## config.mk

```make
export PLATFORM = sky130hd
export DESIGN_NAME = vector_arbiter
export DESIGN_NICKNAME = d
export VERILOG_FILES = /design/src/rtl/vector_arbiter.sv
export SDC_FILE = /design/constraint.sdc
export NUM_CORES = 1
export LEC_CHECK = 0
export BUFFER_PORTS_ARGS = -buffer_cell sky130_fd_sc_hd__clkbuf_2
export CAP_MARGIN = 15
export CORE_UTILIZATION = 56
export CTS_CLUSTER_SIZE = 24
export DETAILED_ROUTE_END_ITERATION = 8
export PLACE_DENSITY = 0.84
export SYNTH_ARGS = -nofsm -noshare
export SYNTH_HDL_FRONTEND = slang
export SYNTH_SLANG_ARGS = --single-unit
```

## constraint.sdc

```tcl
create_clock -name clk -period 4.8 [get_ports clk]
set_clock_uncertainty 0.2 [all_clocks]
set_input_delay 0.24 -clock clk [delete_from_list [all_inputs] [get_ports clk]]
set_output_delay 0.24 -clock clk [all_outputs]
set_load 0.02 [all_outputs]
```

## src/rtl/vector_arbiter.sv

```systemverilog
`default_nettype none
// ============================================================================
// Module      : vector_arbiter
// Description : Round-robin arbiter that lets NB_REQ requesters share one
//               8-bit vector buffer. Each grant issues one buffer request,
//               samples the response, then either delivers the vector or
//               retries, dropping the request after MAX_RETRY empty replies.
// Revision    : 1.0 - initial release
// ============================================================================
module vector_arbiter #(
   parameter int NB_REQ    = 4,
   parameter int MAX_RETRY = 15
) (
   input  logic              clk,
   input  logic              rst_n,
   input  logic [NB_REQ-1:0] req,
   output logic              buf_req,
   input  logic [7:0]        buf_vector,
   input  logic              buf_valid,
   output logic [NB_REQ-1:0] grant,
   output logic [7:0]        vector,
   output logic              valid,
   output logic              drop,
   output logic              busy
);

   localparam int c_SEL_W = (NB_REQ > 1) ? $clog2(NB_REQ) : 1;
   localparam int c_CNT_W = $clog2(MAX_RETRY + 1);

   typedef enum logic [1:0] {
      S_IDLE    = 2'd0,
      S_ISSUE   = 2'd1,
      S_WAIT    = 2'd2,
      S_DELIVER = 2'd3
   } state_t;

   state_t              r_state;
   logic [c_SEL_W-1:0]  r_rr_ptr;
   logic [c_SEL_W-1:0]  r_sel;
   logic [c_CNT_W-1:0]  r_retry_cnt;
   logic                r_buf_req;
   logic [NB_REQ-1:0]   r_grant;
   logic [7:0]          r_vector;
   logic                r_valid;
   logic                r_drop;
   logic                r_busy;

   logic [c_SEL_W-1:0]  w_pick;
   logic                w_found;
   logic [NB_REQ-1:0]   w_onehot;
   logic [c_SEL_W-1:0]  w_ptr_after_sel;
   logic [c_CNT_W-1:0]  w_retry_inc;
   logic                w_retry_exhausted;

   // Find the first active request at or after the round-robin pointer, wrapping
   always_comb begin : arb_scan
      int v;
      w_pick  = r_rr_ptr;
      w_found = 1'b0;
      v       = 0;
      for (int i = 0; i < NB_REQ; i++) begin
         v = int'(r_rr_ptr) + i;
         if (v >= NB_REQ) begin
            v = v - NB_REQ;
         end
         if (!w_found && req[v]) begin
            w_found = 1'b1;
            w_pick  = c_SEL_W'(v);
         end
      end
   end

   // One-hot form of the winning requester, loaded into grant on arbitration
   always_comb begin
      w_onehot         = '0;
      w_onehot[w_pick] = 1'b1;
   end

   // Pointer moves past the current owner once its transaction finishes or is dropped
   always_comb begin
      w_ptr_after_sel   = (r_sel == c_SEL_W'(NB_REQ - 1)) ? '0 : r_sel + 1'b1;
      w_retry_inc       = r_retry_cnt + 1'b1;
      w_retry_exhausted = (w_retry_inc >= c_CNT_W'(MAX_RETRY));
   end

   // Transaction sequencer: arbitration, buffer handshake, retry bookkeeping, outputs
   always_ff @(posedge clk or negedge rst_n) begin
      if (!rst_n) begin
         r_state     <= S_IDLE;
         r_rr_ptr    <= '0;
         r_sel       <= '0;
         r_retry_cnt <= '0;
         r_buf_req   <= 1'b0;
         r_grant     <= '0;
         r_vector    <= 8'h00;
         r_valid     <= 1'b0;
         r_drop      <= 1'b0;
         r_busy      <= 1'b0;
      end else begin
         // Single-cycle outputs default low and are raised only where needed
         r_buf_req <= 1'b0;
         r_valid   <= 1'b0;
         r_vector  <= 8'h00;
         r_drop    <= 1'b0;
         case (r_state)
            S_IDLE: begin
               if (w_found) begin
                  // A new owner starts its own retry budget
                  if (w_pick != r_sel) begin
                     r_retry_cnt <= '0;
                  end
                  r_sel     <= w_pick;
                  r_grant   <= w_onehot;
                  r_buf_req <= 1'b1;
                  r_busy    <= 1'b1;
                  r_state   <= S_ISSUE;
               end
            end
            S_ISSUE: begin
               r_state <= S_WAIT;
            end
            S_WAIT: begin
               if (buf_valid) begin
                  r_vector    <= buf_vector;
                  r_valid     <= 1'b1;
                  r_rr_ptr    <= w_ptr_after_sel;
                  r_retry_cnt <= '0;
                  r_state     <= S_DELIVER;
               end else begin
                  r_grant <= '0;
                  r_busy  <= 1'b0;
                  r_state <= S_IDLE;
                  if (w_retry_exhausted) begin
                     r_drop      <= 1'b1;
                     r_retry_cnt <= '0;
                     r_rr_ptr    <= w_ptr_after_sel;
                  end else begin
                     // Pointer held so the same requester wins again if still asking
                     r_retry_cnt <= w_retry_inc;
                  end
               end
            end
            S_DELIVER: begin
               r_grant <= '0;
               r_busy  <= 1'b0;
               r_state <= S_IDLE;
            end
            default: begin
               r_grant <= '0;
               r_busy  <= 1'b0;
               r_state <= S_IDLE;
            end
         endcase
      end
   end

   assign buf_req = r_buf_req;
   assign grant   = r_grant;
   assign vector  = r_vector;
   assign valid   = r_valid;
   assign drop    = r_drop;
   assign busy    = r_busy;

endmodule
`default_nettype wire

```

# ---- Word level (Yosys, flattened, before mapping)
# Cells that the tools add are included.
# Widths: inputs -> output; s select.
dict set report word_totals {
  regBits 26
  output_inout_bits 16
  elab_cells 105
}
dict set report op_classes {
  reduce_logical 15
  eq_ne 8
  n_addsub 9
  mux 52
  n_lt_le_gt_ge 11
}
# operator n
set op_table {}
lappend op_table {{$lt 32x4->1 const B} 4}
lappend op_table {{$mux 32} 4}
lappend op_table {{$mux 4} 6}
lappend op_table {{$mux 1} 22}
lappend op_table {{$mux 2} 9}
lappend op_table {{$mux 8} 2}
lappend op_table {{$pmux 4 s3} 1}
lappend op_table {{$sub 3x3->4 const B} 3}
lappend op_table {{$ge 3x3->1 const B} 3}
lappend op_table {{$bmux 1 s2} 4}
lappend op_table {{$pmux 2 s4} 1}
lappend op_table {{$pmux 4 s2} 1}
lappend op_table {{$add 2x2->3 const B} 2}
lappend op_table {{$eq 2x2->1 const B} 3}
lappend op_table {{$ne 2x2->1 const B} 3}
lappend op_table {{$reduce_and 3->1} 2}
lappend op_table {{$add 4x1->4 const B} 1}
lappend op_table {{$ge 4x4->1 const B} 1}
lappend op_table {{$logic_and 1x1->1} 4}
lappend op_table {{$reduce_and 2->1} 2}
lappend op_table {{$reduce_bool 2->1} 2}
lappend op_table {{$sub 2x3->4 const B} 1}
lappend op_table {{$add 2x1->3 const B} 1}
lappend op_table {{$ge 2x3->1 const B} 1}
lappend op_table {{other kinds (10)} 12}

# ---- Depth between registers and ports, before layout
dict set report logic_depth {
  ltp_word 21
  ltp_mapped 7
  ltp_nobuf 7
}

# ---- Least setup slack after synthesis
# Ideal clock, no wire load.
dict set report synth_timing {
  path_type {register to register}
  from {register r_retry_cnt[1]}
  to {register r_rr_ptr[0]}
  setup_ps 125
  synth_period_minus_slack_ps 1833
  slack_ps 2967
  path_stages_with_launch 6
  required_ps 4475
  arrival_time_ps 1509
  path_cell_list {dfrtp_1 > and2_1 > xor2_1 > a22o_1 > a31oi_1 > mux2_2}
}
dict set report synth_between {
  elab_chain_len 4
}
# element line_no
set synth_rtl {}
lappend synth_rtl {{start: declaration} 40} ;# logic [c_CNT_W-1:0] r_retry_cnt;
lappend synth_rtl {{start signal: assignment} 139} ;# r_retry_cnt <= w_retry_inc;
lappend synth_rtl {{$add 4x1->4} 82} ;# w_retry_inc = r_retry_cnt + 1'b1;
lappend synth_rtl {{$ge 4x4->1} 83} ;# w_retry_exhausted = (w_retry_inc >= c_CNT_W'(MAX_RETRY));
lappend synth_rtl {{$reduce_bool 2->1 (no line)} n/a}
lappend synth_rtl {{$reduce_and 2->1 (no line)} n/a}
lappend synth_rtl {{end signal: assignment} 126} ;# r_rr_ptr <= w_ptr_after_sel;
lappend synth_rtl {{end signal: assignment} 136} ;# r_rr_ptr <= w_ptr_after_sel;
lappend synth_rtl {{end: declaration} 38} ;# logic [c_SEL_W-1:0] r_rr_ptr;
# Every way passes these cells.
# A chain may end at the register's enable or synchronous reset.

# ---- Final worst setup path
dict set report layout_timing {
  from {register r_rr_ptr[1]}
  to {register r_retry_cnt[2]}
}
dict set report layout_between {
  elab_chain_len 18
}
# element
set layout_rtl {}
lappend layout_rtl {{branches (longest 17 deep; another with $sub 3x3->4)}}
lappend layout_rtl {{$reduce_and 3->1 (no line) (*)}}
# Mark *: on every way between the ends. The select of a mux whose other input is x is not followed.

==> impl_metrics.yaml <==
grt:
  grt_antenna_before_repair: 0
  grt_pass1_wl_um: 4705
  grt-ovfl-total: 0
  grt_usage: 0.2576
  grt_max_degree: 27
  grt_pass1_vias: 1056
synth:
  synth.distinct_cells: 39
  yosys.area_share.adder: 0.02915
  synth_xor_xnor_area_share: 0.01361
  synth_compound_area_frac: 0.1720
  synthArstFlopShare: 1.000
  synth_fp_nets: 136
  synthTopCellsByArea: "dfrtp_1 (51%), and3_1 (4.4%), o21ai_0 (3.1%), ha_1 (2.9%), nor2b_1 (2.9%)"
  yosysTopAreaCell: "dfrtp_1"
  synth-edff-count: 0
  synth_area_mm2: 0.001287
  postSynthAreaPerCell_um2: 10.91
  synth_top_family_by_area: "simple AND/OR/NAND/NOR gates"
  yosysSeqAreaShare: 0.5053
  ys.flop_type: "dfrtp_1"
  yosys_warnings: 0
  synth_top_area_frac: 0.5053
  syn_inst: 118
  synth.area.mux_share: 0.03401
  synth-simple-area-share: 0.2284
  synth_seq_cells: 26
worst_setup_path:
  critPathBufInv: 0
  cp.arrival_ns: 2.07
  slowest_stage: "o41ai_1"
  end_kind: "flip-flop"
  path_max_fanout: 6
  critPathLaunch: "r_rr_ptr[1]"
  reg2reg_from: "r_rr_ptr[1]"
  crit_type: "reg -> reg"
  start_kind: "flip-flop"
  worstSetupPathDepth: 5
  r2r_slack_ns: 2.72
  critPathTopFamily: "compound AO/OA/AOI/OAI gates"
  slowest_delay_ns: 0.46
  reg2reg_to: "r_retry_cnt[2]"
  worstPathCellList: "or2_2 -> a21oi_1 -> o31ai_2 -> xor2_1 -> o41ai_1"
  cp.required_ns: 4.80
  ff2ff_path_depth: 5
timing:
  slew_headroom: 0.5928
  finalHoldViolations: 0
  worst_pin_slew_ns: 0.6108
  fin_setup_tns_ns: 0
  period_minus_slack_ns: 2.075
  fin_crit_sh: 0.4323
  finalMaxSlewViolations: 0
  rsz0062_at_grt: "false"
  setup_viol: 0
  fmax_mhz: 481.9
cells_and_area:
  multi_input_area_um2: 614.3
  drive_above_1_share: 0.2750
  fin_cells: 187
  n_fill_cell: 135
  areaGrowthSynthToFinish_pct: 25.07
  antenna_cells: 0
  regArea_um2: 650.6
  utilization: 0.7809
  nets: 179
pwr:
  p_per_area_mw_per_mm2: 516.9
  p_int_uw: 507.3
  ir_drop_v: 0.0003618
  seqPwrFrac: 0.411
  leakage_nw: 0.8271
  comb_power_share: 0.409
  power_frac_clock: 0.180
  p_switching_uw: 325.0
  switching_share: 0.3905
clock_tree:
  cts_max_level: 1
  cts_resized: 0
  clk_latency_ns: 0.33
  clk_pin_slew_ns: 0.13
  clk_path_buf_depth: 2
  post_cts_buffers: 0
  cts_tree: "done"
  cts.sink_count: 26
  cts_made_buffers: 3
  cts_root_buf: "clkbuf_4"
  hold_buffers: 9
detailed_routing:
  num_vias: 1066
  firstDrtPassIters: 4
  drt-vias-per-instance: 5.701
  wl_per_cell_um: 15.04
  drcViolationCount: 0
  finalWirelength_um: 2813
  postRouteAntennaNets: 0
  drt_iter0_markers: 14
die:
  initial_core_util: 0.6244
  rows: 16
  core_mm2: 0.002062
  die_w_um: 49.95
  num_io_pins: 31
  floorplan.die_area_mm2: 0.002495
  chipHeight_um: 49.95
place:
  place_hpwl_um: 1960
  gp_congestion: 0.7994
  portBuffers: 30
  dpl.cell_count: 174
outcome:
  status: "completed"
min_path:
  min_path_type: "in -> reg"
  hold_path_end: "vector[6]"
  hold_depth: 2
  worstHoldStart: "buf_valid"
job:
  drv_cap: 0
power groups by stage:
| stage | sequential [mW] | combinational, mW | clock (mW) |
|---|---|---|---|
| final | 0.342 | 0.341 | 0.150 |
| after global routing | 0.349 | 0.375 | 0.162 |
| after CTS | 0.339 | 0.337 | 0.150 |
| after detailed placement | 0.343 | 0.330 | 0 |
| after global placement | 0.339 | 0.312 | 0 |
| after floorplan | 0.367 | 0.206 | 0 |
layer usage:
metal  track usage  up-vias  wire length (um)
met5             0        -                 0
met4       0.08571        0                67
met3       0.07407       11               110
met2        0.4595       31              1488
met1        0.2912      511              1146
li1              -      513                 -
cell families (layout without fill, tap and decap cells):
logic type | after synthesis | in the layout
and+or+nand+nor | 48 | 48
DFF | 26 | 26
buffers and inverters | 6 | 48
adders and majority gates | 3 | 3
AOI/OAI and AO/OA | 29 | 29
xor gates and xnor gates | 2 | 2
muxes | 4 | 4
cell type report:
| type | count | area share |
|---|---|---|
| clock buffer | 3 | 0.01399 |
| inverter | 5 | 0.01166 |
| sequential | 26 | 0.4040 |
| clock inverter | 1 | 0.01865 |
| timing repair buffer | 39 | 0.1492 |
| tap | 27 | 0.02098 |
| multi-input combinational | 86 | 0.3815 |
placed cells by master (no fill, tap or decap), drive strengths merged, types with 2 or more instances in the layout:
cell         synthesis  final
o21ai                9      9
inv                  5      5
a21o                 3      3
nand2                9      9
nor2                 3      3
dlygate4sd3          0      9
nand4bb              2      2
or2                  2      2
a22oi                2      2
clkbuf               1     33
and2                 4      4
ha                   3      3
nand3b               2      2
and3                 9      9
nor3                 2      2
dfrtp               26     26
nor2b                6      6
mux2                 3      3
o31ai                2      2
xor2                 2      2
a21oi                3      3
nor4                 2      2
nand2b               4      4
sequential cells by signal, summed over array words and instances (netlist names):
signal       count
r_retry_cnt      4
r_rr_ptr         2
buf_req          1
busy             1
r_state          2
drop             1
vector           8
r_sel            2
valid            1
grant            4
synthesized netlist by cell type (2+ instances only):
cell type,instances
a21oi_1,3
nand2b_1,4
or2_2,2
and2_1,4
a22oi_1,2
nor4_1,2
nand2_1,9
dfrtp_1,26
nor2_1,3
inv_1,5
nor2b_1,6
and3_1,9
mux2_2,3
o21ai_0,8
a21o_1,3
nand4bb_1,2
nand3b_1,2
xor2_1,2
ha_1,3
through the flow:
stage | hold WS [ns] | total power [mW] | cell area [um2] | worst slack, ns
global placement | 0.06750 | 0.6506 | 1468 | 2.821
floorplan | -0.2556 | 0.5726 | 1287 | 2.967
detailed placement | 0.07686 | 0.6733 | 1468 | 2.810
finish | 0.06521 | 0.8324 | 1610 | 2.725
global route | 0.07170 | 0.8861 | 1610 | 2.607
CTS | 0.06798 | 0.8265 | 1610 | 2.760
worst max path at each step:
stage | to | slack [ns]
2_1_floorplan | r_rr_ptr[0] | 2.97
3_3_place_gp | r_retry_cnt[2] | 2.82
3_5_place_dp | r_rr_ptr[0] | 2.81
4_1_cts | r_retry_cnt[2] | 2.76
5_1_grt | r_retry_cnt[2] | 2.61
6_report | r_retry_cnt[2] | 2.72
No activity file was read; power rests on OpenSTA's default activity.
